`src/rtl/farm_sensor_ctrl.sv`:
```
// Farm-road vehicle sensor front end: synchronizes and debounces the loop, counts queued vehicles,
// and requests service from the traffic controller. Optional lamp-conflict monitor: FARM_SENSOR_CONFLICT_MON_EN.
module farm_sensor_ctrl #(
    parameter int DEBOUNCE_CYCLES = 4,
    parameter int WAIT_LIMIT      = 64
) (
    input  logic       clk,
    input  logic       rst,
    input  logic       loop_raw,
    input  logic [2:0] light_highway,
    input  logic [2:0] light_farm,
    output logic       C,
    output logic [3:0] queue_count,
    output logic       wait_timeout,
    output logic       conflict,
    output logic [1:0] fsm_state_dbg
);

    typedef enum logic [1:0] {
        IDLE   = 2'd0,
        REQ    = 2'd1,
        SERVED = 2'd2
    } state_t;

    localparam logic [3:0] DEB_TGT  = 4'(DEBOUNCE_CYCLES);
    localparam logic [7:0] WAIT_TGT = 8'(WAIT_LIMIT);
    localparam logic [2:0] GREEN    = 3'b001;

    logic       s1_q, s1_d, s2_q, s2_d;
    logic       deb_q, deb_d, deb_prev_q, deb_prev_d;
    logic [3:0] deb_cnt_q, deb_cnt_d;
    logic [3:0] queue_q, queue_d;
    logic [7:0] wait_q, wait_d;
    logic       timeout_q, timeout_d;
    logic       c_q, c_d;
    state_t     state_q, state_d;
    logic       arrival, departure;

    always_ff @(posedge clk) begin
        if (rst) begin
            s1_q       <= 1'b0;
            s2_q       <= 1'b0;
            deb_q      <= 1'b0;
            deb_prev_q <= 1'b0;
            deb_cnt_q  <= '0;
            queue_q    <= '0;
            wait_q     <= '0;
            timeout_q  <= 1'b0;
            c_q        <= 1'b0;
            state_q    <= IDLE;
        end else begin
            s1_q       <= s1_d;
            s2_q       <= s2_d;
            deb_q      <= deb_d;
            deb_prev_q <= deb_prev_d;
            deb_cnt_q  <= deb_cnt_d;
            queue_q    <= queue_d;
            wait_q     <= wait_d;
            timeout_q  <= timeout_d;
            c_q        <= c_d;
            state_q    <= state_d;
        end
    end

    // Debounce run counter restarts on any cycle where the synchronized level agrees with deb.
    always_comb begin
        s1_d       = loop_raw;
        s2_d       = s1_q;
        deb_d      = deb_q;
        deb_cnt_d  = '0;
        deb_prev_d = deb_q;
        if (s2_q != deb_q) begin
            if (deb_cnt_q + 4'd1 == DEB_TGT) begin
                deb_d = s2_q;
            end else begin
                deb_cnt_d = deb_cnt_q + 4'd1;
            end
        end
        arrival   = deb_q & ~deb_prev_q;
        departure = ~deb_q & deb_prev_q & (light_farm == GREEN);
        queue_d   = queue_q;
        if (arrival && queue_q != 4'd15) begin
            queue_d = queue_q + 4'd1;
        end else if (departure && queue_q != 4'd0) begin
            queue_d = queue_q - 4'd1;
        end
    end

    always_comb begin
        state_d   = state_q;
        wait_d    = wait_q;
        timeout_d = timeout_q;
        case (state_q)
            IDLE: begin
                if (queue_q != 4'd0) begin
                    state_d = REQ;
                    wait_d  = '0;
                end
            end
            REQ: begin
                wait_d = (wait_q == 8'hFF) ? wait_q : wait_q + 8'd1;
                if (light_farm == GREEN) begin
                    state_d   = SERVED;
                    timeout_d = 1'b0;
                end else if (wait_d >= WAIT_TGT) begin
                    timeout_d = 1'b1;
                end
            end
            SERVED: begin
                if (light_highway == GREEN) state_d = IDLE;
            end
            default: state_d = IDLE;
        endcase
        c_d = (state_d == REQ);
    end

    assign C             = c_q;
    assign queue_count   = queue_q;
    assign wait_timeout  = timeout_q;
    assign fsm_state_dbg = state_q;

`ifdef FARM_SENSOR_CONFLICT_MON_EN
    logic conflict_q, conflict_d;
    logic pair_legal;

    always_comb begin
        case ({light_highway, light_farm})
            6'b001_100, 6'b010_100, 6'b100_001, 6'b100_010: pair_legal = 1'b1;
            default:                                         pair_legal = 1'b0;
        endcase
        conflict_d = conflict_q | ~pair_legal;
    end

    always_ff @(posedge clk) begin
        if (rst) conflict_q <= 1'b0;
        else     conflict_q <= conflict_d;
    end

    assign conflict = conflict_q;
`else
    assign conflict = 1'b0;
`endif

endmodule

```
`config.mk`:
```
export PLATFORM = sky130hd
export DESIGN_NAME = farm_sensor_ctrl
export DESIGN_NICKNAME = d
export VERILOG_FILES = /design/src/rtl/farm_sensor_ctrl.sv
export SDC_FILE = /design/constraint.sdc
export NUM_CORES = 1
export LEC_CHECK = 0
export CORE_UTILIZATION = 52
export CTS_CLUSTER_SIZE = 8
export DETAILED_ROUTE_END_ITERATION = 7
export GPL_TIMING_DRIVEN = 0
export PLACE_DENSITY = 0.86
export SETUP_SLACK_MARGIN = 0.5
export SYNTH_ARGS = -nofsm -noshare
export SYNTH_HDL_FRONTEND = slang
export SYNTH_SLANG_ARGS = --single-unit
```
`constraint.sdc`:
```
create_clock -name clk -period 2.2 [get_ports clk]
set_input_delay 0.22 -clock clk [delete_from_list [all_inputs] [get_ports clk]]
set_output_delay 0.22 -clock clk [all_outputs]
set_load 0.02 [all_outputs]
```
# Word-level counts from Yosys, hierarchy flattened
# Index checks and enable logic that the tools add are counted.
[op_classes]
n_addsub = 4
n_lt_le_gt_ge = 1
n_eq_ne = 10
mux = 11
bitwise_logic = 6
n_reduce_logical = 11
[op_table]
columns = ["cell", "count"]
rows = [
  ["$mux W8", 2],
  ["$pmux W8 S2", 1],
  ["$add A4 B1 Y4 const B", 2],
  ["$add A8 B1 Y8 const B", 1],
  ["$eq A8 B8 Y1 const B", 1],
  ["$ge A8 B7 Y1 const B", 1],
  ["$mux W4", 2],
  ["$eq A3 B1 Y1 const B", 2],
  ["$mux W2", 3],
  ["$pmux W2 S3", 1],
  ["$reduce_and A2 Y1", 3],
  ["$reduce_bool A2 Y1", 3],
  ["$eq A2 B1 Y1 const B", 2],
  ["$eq A4 B3 Y1 const B", 1],
  ["$ne A4 B4 Y1 const B", 1],
  ["$reduce_bool A4 Y1", 1],
  ["$sub A4 B1 Y4 const B", 1],
  ["$and A1 B1 Y1", 3],
  ["$not A1 Y1", 3],
  ["$reduce_or A3 Y1", 1],
  ["$eq A2 B2 Y1 const B", 1],
  ["$logic_and A1 B1 Y1", 2],
  ["$logic_not A2 Y1", 1],
  ["$mux W1", 2],
  ["2 further kinds", 2],
]
[word_totals]
regBits = 24
input_bits = 9
out_inout_bits = 9

# Logic depth before layout (Yosys ltp)
# Gate-level depths: netlist (run 1).
[logic_depth]
word_depth = 6
ltp_mapped = 7
ltp_nobuf = 7

# Worst setup path after synthesis (run 1)
# Ideal clock, no wire load.
[synth_timing]
path_kind = "register to register"
from = "register queue_q[0] (netlist: queue_count[0])"
to = "register queue_q[3] (netlist: queue_count[3])"
setup_ns = 0.121
arrival_time_ns = 1.961
required_ns = 2.079
slack_ns = 0.118
stages_incl_launch_ff = 8
period_less_slack_ns = 2.082
path_cell_list = "dfxtp_1 -> nand4_1 -> nand2_1 -> ha_1 -> a21o_1 -> a21oi_1 -> mux2i_1 -> mux2_2"
[synth_via]
elab_chain_cells = 3
word_cells_on_any_way = 9
[synth_lines]
columns = ["element", "line_no", "text"]
rows = [
  ["start, declared", "32", "logic [3:0] queue_q, queue_d;"],
  ["start signal, assigned", "57", "queue_q <= queue_d;"],
  ["$sub A4 B1 Y4 (tied with other cells)", "85", "queue_d = queue_q - 4'd1;"],
  ["$mux W4 (tied with other cells)", "84", "end else if (departure && queue_q != 4'd0) begin"],
  ["$mux W4 or $reduce_bool A2 Y1 (tied branches)", "-", ""],
]
# Several ways; a longest one is shown, not always the timed one. The select of a mux whose other input is x is not followed.
# A chain may end at the register's enable or synchronous reset.

# Worst setup path after layout (run 1)
# Ends and elaborated chain as after synthesis.

==> impl_metrics.json, run 1 <==
{
  "status": "completed",
  "tns_ns": 0,
  "vias_per_cell": 5.95,
  "cp.arrival_ns": 2.12,
  "critical_path_class": "flip-flop to flip-flop",
  "finClkSkew_ns": 0.00352,
  "min_period_ns": 1.92,
  "p_comb_frac": 0.052,
  "min_period_over_period": 0.871,
  "async_flop_share": 0,
  "portBuffers": 15,
  "power.switching_uw": 142,
  "synth.area.top_cells": "dfxtp_1, a21oi_1, ha_1, nor2b_1, nor2_1",
  "dp_cells": 174,
  "ys_types": 45,
  "ys_top_cells_by_count": "dfxtp_1, nor2_1, a21oi_1",
  "p_leak_nw": 0.646,
  "tightestPinTransition_ns": 0.558,
  "drt_wl_total_um": 3470,
  "drc_errors": 0,
  "worst_r2r_path_depth": 7,
  "cts.sinks": 24,
  "place_hpwl_um": 1810,
  "drive_above_1_share": 0.372,
  "total_power_uw": 664,
  "setup_viol": 0,
  "cap_violations": 0,
  "die_area_um2": 2560,
  "swShare": 0.214,
  "timing.slew.headroom": 0.626,
  "cts_tree": "done",
  "cts_max_level": 1,
  "synth-seq-cells": 24,
  "netlist_instances": 131,
  "grt_max_degree": 14,
  "yosysMostFrequentCell": "dfxtp_1",
  "powerDensity_nw_per_um2": 378,
  "die_h_um": 50.6,
  "root_buffer": "clkbuf_4",
  "num_vias": 1190,
  "rows": 17,
  "fin_util": 0.794,
  "drtIter0Drc": 59,
  "grt_use_total": 0.234,
  "ys_warn_count": 0,
  "grt_first_pass_wirelength_um": 4600,
  "crit_fanout": 2,
  "start_kind": "flip-flop",
  "fp.dieW_um": 50.6,
  "core_um2": 2210,
  "clockBufferDepth": 2,
  "min_path_type": "input port to flip-flop",
  "synth_area_um2": 1230,
  "worst_setup_path_end_kind": "flip-flop",
  "hold_depth": 2,
  "yosysTopAreaCell": "dfxtp_1",
  "initial_core_util": 0.555,
  "vdd_ir_drop_max_mv": 0.311,
  "antenna_left": 0,
  "synth-seq-area-share": 0.391,
  "grt_setup_unrepaired": "true",
  "finalInstanceArea_um2": 1760,
  "worstSkewPairLatency_ns": 0.30,
  "diodes": 0,
  "overflow": 0,
  "layout.nets": 187,
  "synth_flop_cell": "dfxtp_1",
  "syn_area_per_cell_um2": 9.37,
  "gp_congestion": 0.792,
  "cell_internal_pwr_uw": 522,
  "clockPowerShare": 0.294,
  "first_pass_iters": 5,
  "finalHoldViolCount": 0,
  "cp.required_ns": 2.40,
  "synth_top_area_share": 0.391,
  "syn_to_final_growth_pct": 43.0,
  "place_area_um2": 1440,
  "clock.fmax_mhz": 522,
  "ios": 18,
  "antenna_found_initial": 0,
  "synth_nets": 145,
  "grt_pass1_vias": 1071,
  "slew_viol_final": 0,
  "sequentialPowerShare": 0.654,
  "hold_buffers": 0,
  "synth_edf_count": 0,
  "wl_per_cell_um": 17.3,
  "clk_pin_slew_ns": 0.13,
  "cts_made_buffers": 3,
  "fin_cells": 200
}
==> worst paths after layout <==
kind	startpoint	slack, ns	end
setup reg to reg	queue_count[0]	0.28	queue_count[3]
hold / removal	rst	0.30	s2_q
hold reg to reg	deb_cnt_q[0]	0.47	deb_cnt_q[0]
setup / recovery	queue_count[0]	0.28	queue_count[3]
==> flip-flops by register name (all words and copies together), names as in the netlist <==
name           count
fsm_state_dbg      2
s1_q               1
queue_count        4
deb_prev_q         1
wait_q             8
wait_timeout       1
C                  1
deb_cnt_q          4
deb_prev_d         1
s2_q               1
==> cell families (layout without fill, tap and decap cells) <==
| group | count (synthesis) | in the layout | share of synthesized area |
|---|---|---|---|
| other cells | 1 | 1 | 0.00306 |
| buf+inv | 9 | 50 | 0.0397 |
| mux | 5 | 5 | 0.0418 |
| flops | 24 | 24 | 0.391 |
| simple gates | 54 | 54 | 0.264 |
| compound gates | 28 | 28 | 0.167 |
| xor+xnor | 5 | 5 | 0.0357 |
| fa+ha+maj | 5 | 5 | 0.0571 |
==> repair_timing <==
action,in CTS,in global routing
cloned,1,0
buffers inserted,9,12
resized for setup,6,28
endpoints found under the setup margin,6,14
pin swaps,6,15
==> power by group through the flow <==
stage | registers, mW | clock network [mW] | logic (mW)
after floorplan | 0.444 | 0 | 0.0160
after global placement | 0.444 | 0 | 0.0305
after detailed placement | 0.444 | 0 | 0.0317
after CTS | 0.434 | 0.197 | 0.0318
after global routing | 0.435 | 0.208 | 0.0378
final | 0.434 | 0.195 | 0.0344
==> critical path, cell delays in order (launching register included) <==
cell and delay [ns]:
dfxtp_4 0.38, nand4_1 0.13, nand2_2 0.08, ha_1 0.28, a21o_1 0.17, a21oi_2 0.15, mux2i_1 0.28, mux2_2 0.37
==> per-layer routing <==
metal / GRT usage / share of wire / vias up
met1: 0.281 / 0.41 / 551
met5: 0 / 0 / -
li1: - / - / 558
met3: 0.0303 / 0.060 / 15
met2: 0.429 / 0.50 / 66
met4: 0.0648 / 0.022 / 0
==> per-stage QoR <==
stage / hold slack (ns) / setup WS (ns)
final: 0.299 / 0.285
after global routing: 0.349 / 0.210
after CTS: 0.280 / 0.379
after detailed placement: 0.440 / 0.0711
after global placement: 0.431 / 0.120
after floorplan: 0.348 / 0.388
==> placed cells by master (no fill, tap or decap), types with 3 or more instances in the layout <==
master / instances
a21oi_1: 5
a21oi_2: 5
buf_4: 20
buf_6: 6
clkbuf_4: 3
clkdlybuf4s50_1: 15
dfxtp_1: 16
dfxtp_2: 5
dfxtp_4: 3
inv_1: 3
mux2i_1: 4
nand2_1: 4
nand3_1: 4
nand4_1: 3
nor2_1: 11
nor2b_1: 6
or4_1: 3
xor2_1: 4
==> layout make-up <==
class / count / area (µm²)
Buffer: 6 / 45.0
Multi-Input combinational cell: 98 / 810
Sequential cell: 24 / 498
Inverter: 3 / 11.3
Timing Repair Buffer: 37 / 330
Fill cell: 143 / 457
Tap cell: 28 / 35.0
Clock buffer: 4 / 26.3
Note: power is estimated with default switching activity, not from simulation.
==> inputs of run 2 (changes only) <==
--- a/config.mk
+++ b/config.mk
@@ -9,7 +9,7 @@
 export CTS_CLUSTER_SIZE = 8
 export DETAILED_ROUTE_END_ITERATION = 7
 export GPL_TIMING_DRIVEN = 0
-export PLACE_DENSITY = 0.86
+export PLACE_DENSITY = 0.77
 export SETUP_SLACK_MARGIN = 0.5
 export SYNTH_ARGS = -nofsm -noshare
 export SYNTH_HDL_FRONTEND = slang
==> impl_metrics.json, run 2 (synthesis results as in run 1) <==
{
  "status": "completed",
  "worst_setup_path_end_kind": "flip-flop",
  "grt_use_total": 0.230,
  "timing.slew.headroom": 0.645,
  "p_comb_frac": 0.042,
  "sequentialPowerShare": 0.544,
  "overflow": 0,
  "mostFrequentLayoutCells": "buf_4, dfxtp_1, clkdlybuf4s50_1",
  "grt_first_pass_wirelength_um": 4420,
  "min_path_type": "input port to flip-flop",
  "cp_slowest_cell": "dfxtp_4",
  "grt_pass1_vias": 1018,
  "num_vias": 1132,
  "multi_input_area_um2": 793,
  "core_um2": 2210,
  "cap_violations": 0,
  "worstSkewPairLatency_ns": 0.34,
  "wl_per_cell_um": 15.3,
  "r2r-start": "queue_count[0]",
  "slowest_delay_ns": 0.37,
  "endpoint": "queue_count[3]",
  "drive_above_1_share": 0.333,
  "cell_internal_pwr_uw": 634,
  "setup_viol": 0,
  "rrSetupSlack_ns": 0.27,
  "start_kind": "flip-flop",
  "cts.sinks": 24,
  "antenna_left": 0,
  "drtIter0Drc": 38,
  "r2r-end": "queue_count[3]",
  "critical_path_class": "flip-flop to flip-flop",
  "clk_pin_slew_ns": 0.14,
  "finClkSkew_ns": 0.00622,
  "regArea_um2": 502,
  "fill_cells": 142,
  "cp.arrival_ns": 2.17,
  "syn_to_final_growth_pct": 41.7,
  "clockBufferDepth": 2,
  "dp_cells": 174,
  "grt_setup_unrepaired": "true",
  "diodes": 0,
  "min_period_over_period": 0.876,
  "cp_cell_sequence": "nand4_1 -> nand2_2 -> ha_4 -> a21o_1 -> a21oi_2 -> mux2i_1 -> mux2_2",
  "die_h_um": 50.6,
  "antenna_found_initial": 0,
  "fin_cells": 196,
  "layout.nets": 183,
  "worst_r2r_path_depth": 7,
  "final_common_cell": "buf_4",
  "cts_max_level": 1,
  "ios": 18,
  "startpoint": "queue_count[0]",
  "hold_buffers": 0,
  "grt_max_degree": 15,
  "p_leak_nw": 0.697,
  "largest_reg_flops": 8,
  "regMostFlops": "wait_q",
  "cp.required_ns": 2.44,
  "tns_ns": 0,
  "initial_core_util": 0.555,
  "vdd_ir_drop_max_mv": 0.767,
  "root_buffer": "clkbuf_4",
  "hold_depth": 2,
  "swShare": 0.202,
  "slew_viol_final": 0,
  "drt_wl_total_um": 3000,
  "clock.fmax_mhz": 519,
  "first_pass_iters": 4,
  "clockPowerShare": 0.414,
  "fp.dieW_um": 50.6,
  "finalHoldViolCount": 0,
  "portBuffers": 15,
  "crit_fanout": 3,
  "die_area_um2": 2560,
  "gp_congestion": 0.832,
  "drc_errors": 0,
  "power.switching_uw": 161,
  "vias_per_cell": 5.78,
  "cts_tree": "done",
  "tightestPinTransition_ns": 0.530,
  "place_hpwl_um": 1780,
  "rows": 17,
  "powerDensity_nw_per_um2": 457,
  "cts_made_buffers": 3,
  "min_period_ns": 1.93
}
## run 2: through the flow
| stage | utilization | hold WS [ns] | instance area [µm²] | worst slack, ns | total power [mW] |
|---|---|---|---|---|---|
| finish | 0.786 | 0.252 | 1740 | 0.273 | 0.794 |
| detailed placement | 0.651 | 0.443 | 1440 | 0.0845 | 0.476 |
| floorplan | - | 0.348 | 1250 | 0.388 | 0.460 |
| global placement | 0.651 | 0.427 | 1440 | 0.129 | 0.475 |
| CTS | 0.747 | 0.248 | 1650 | 0.373 | 0.791 |
| global route | 0.786 | 0.256 | 1740 | 0.160 | 0.820 |
## run 2: timing repair
action / in CTS / in global routing
endpoints found under the setup margin: 5 / 17
gates resized for setup: 12 / 18
pin swaps: 9 / 7
buffers inserted: 13 / 4
cloned: 1 / 0
## run 2: power groups by stage
stage | combinational (mW) | clock [mW] | sequential [mW]
after floorplan | 0.0160 | 0 | 0.444
after global placement | 0.0311 | 0 | 0.444
after detailed placement | 0.0318 | 0 | 0.444
after CTS | 0.0320 | 0.326 | 0.433
after global routing | 0.0368 | 0.351 | 0.432
final | 0.0334 | 0.329 | 0.432
## run 2: area by class of cell
| class | count | share of cell area |
|---|---|---|
| Multi-Input combinational cell | 98 | 0.456 |
| Sequential cell | 24 | 0.288 |
| Timing Repair Buffer | 33 | 0.175 |
| Buffer | 6 | 0.0237 |
| Tap cell | 28 | 0.0201 |
| Clock inverter | 1 | 0.0173 |
| Clock buffer | 3 | 0.0129 |
| Inverter | 3 | 0.00647 |
## run 2: per-layer routing
layer / routed length (µm) / vias to the layer above / part of all wire / GRT usage
met5: 0 / - / 0 / 0
met4: 55 / 0 / 0.018 / 0.0556
met3: 102 / 6 / 0.034 / 0.0697
met2: 1530 / 25 / 0.51 / 0.404
met1: 1310 / 548 / 0.44 / 0.272
li1: - / 553 / - / -
## run 2: worst max-delay path: cells and delay by family, from the launching register on
kind	cells	cell delay (ns)
multiplexers	2	0.64
flip-flops	1	0.37
AO/OA/AOI/OAI	2	0.33
AND/OR/NAND/NOR	2	0.29
adder cells (fa/ha/maj)	1	0.20
## run 2: worst min-delay path by stage
stage / from / slack [ns] / end
finish: rst / 0.25 / s1_q
global route: rst / 0.26 / deb_prev_q
CTS: rst / 0.25 / deb_prev_q
detailed placement: s1_q / 0.44 / s2_q
global placement: s1_q / 0.43 / s2_q
floorplan: loop_raw / 0.35 / s1_q
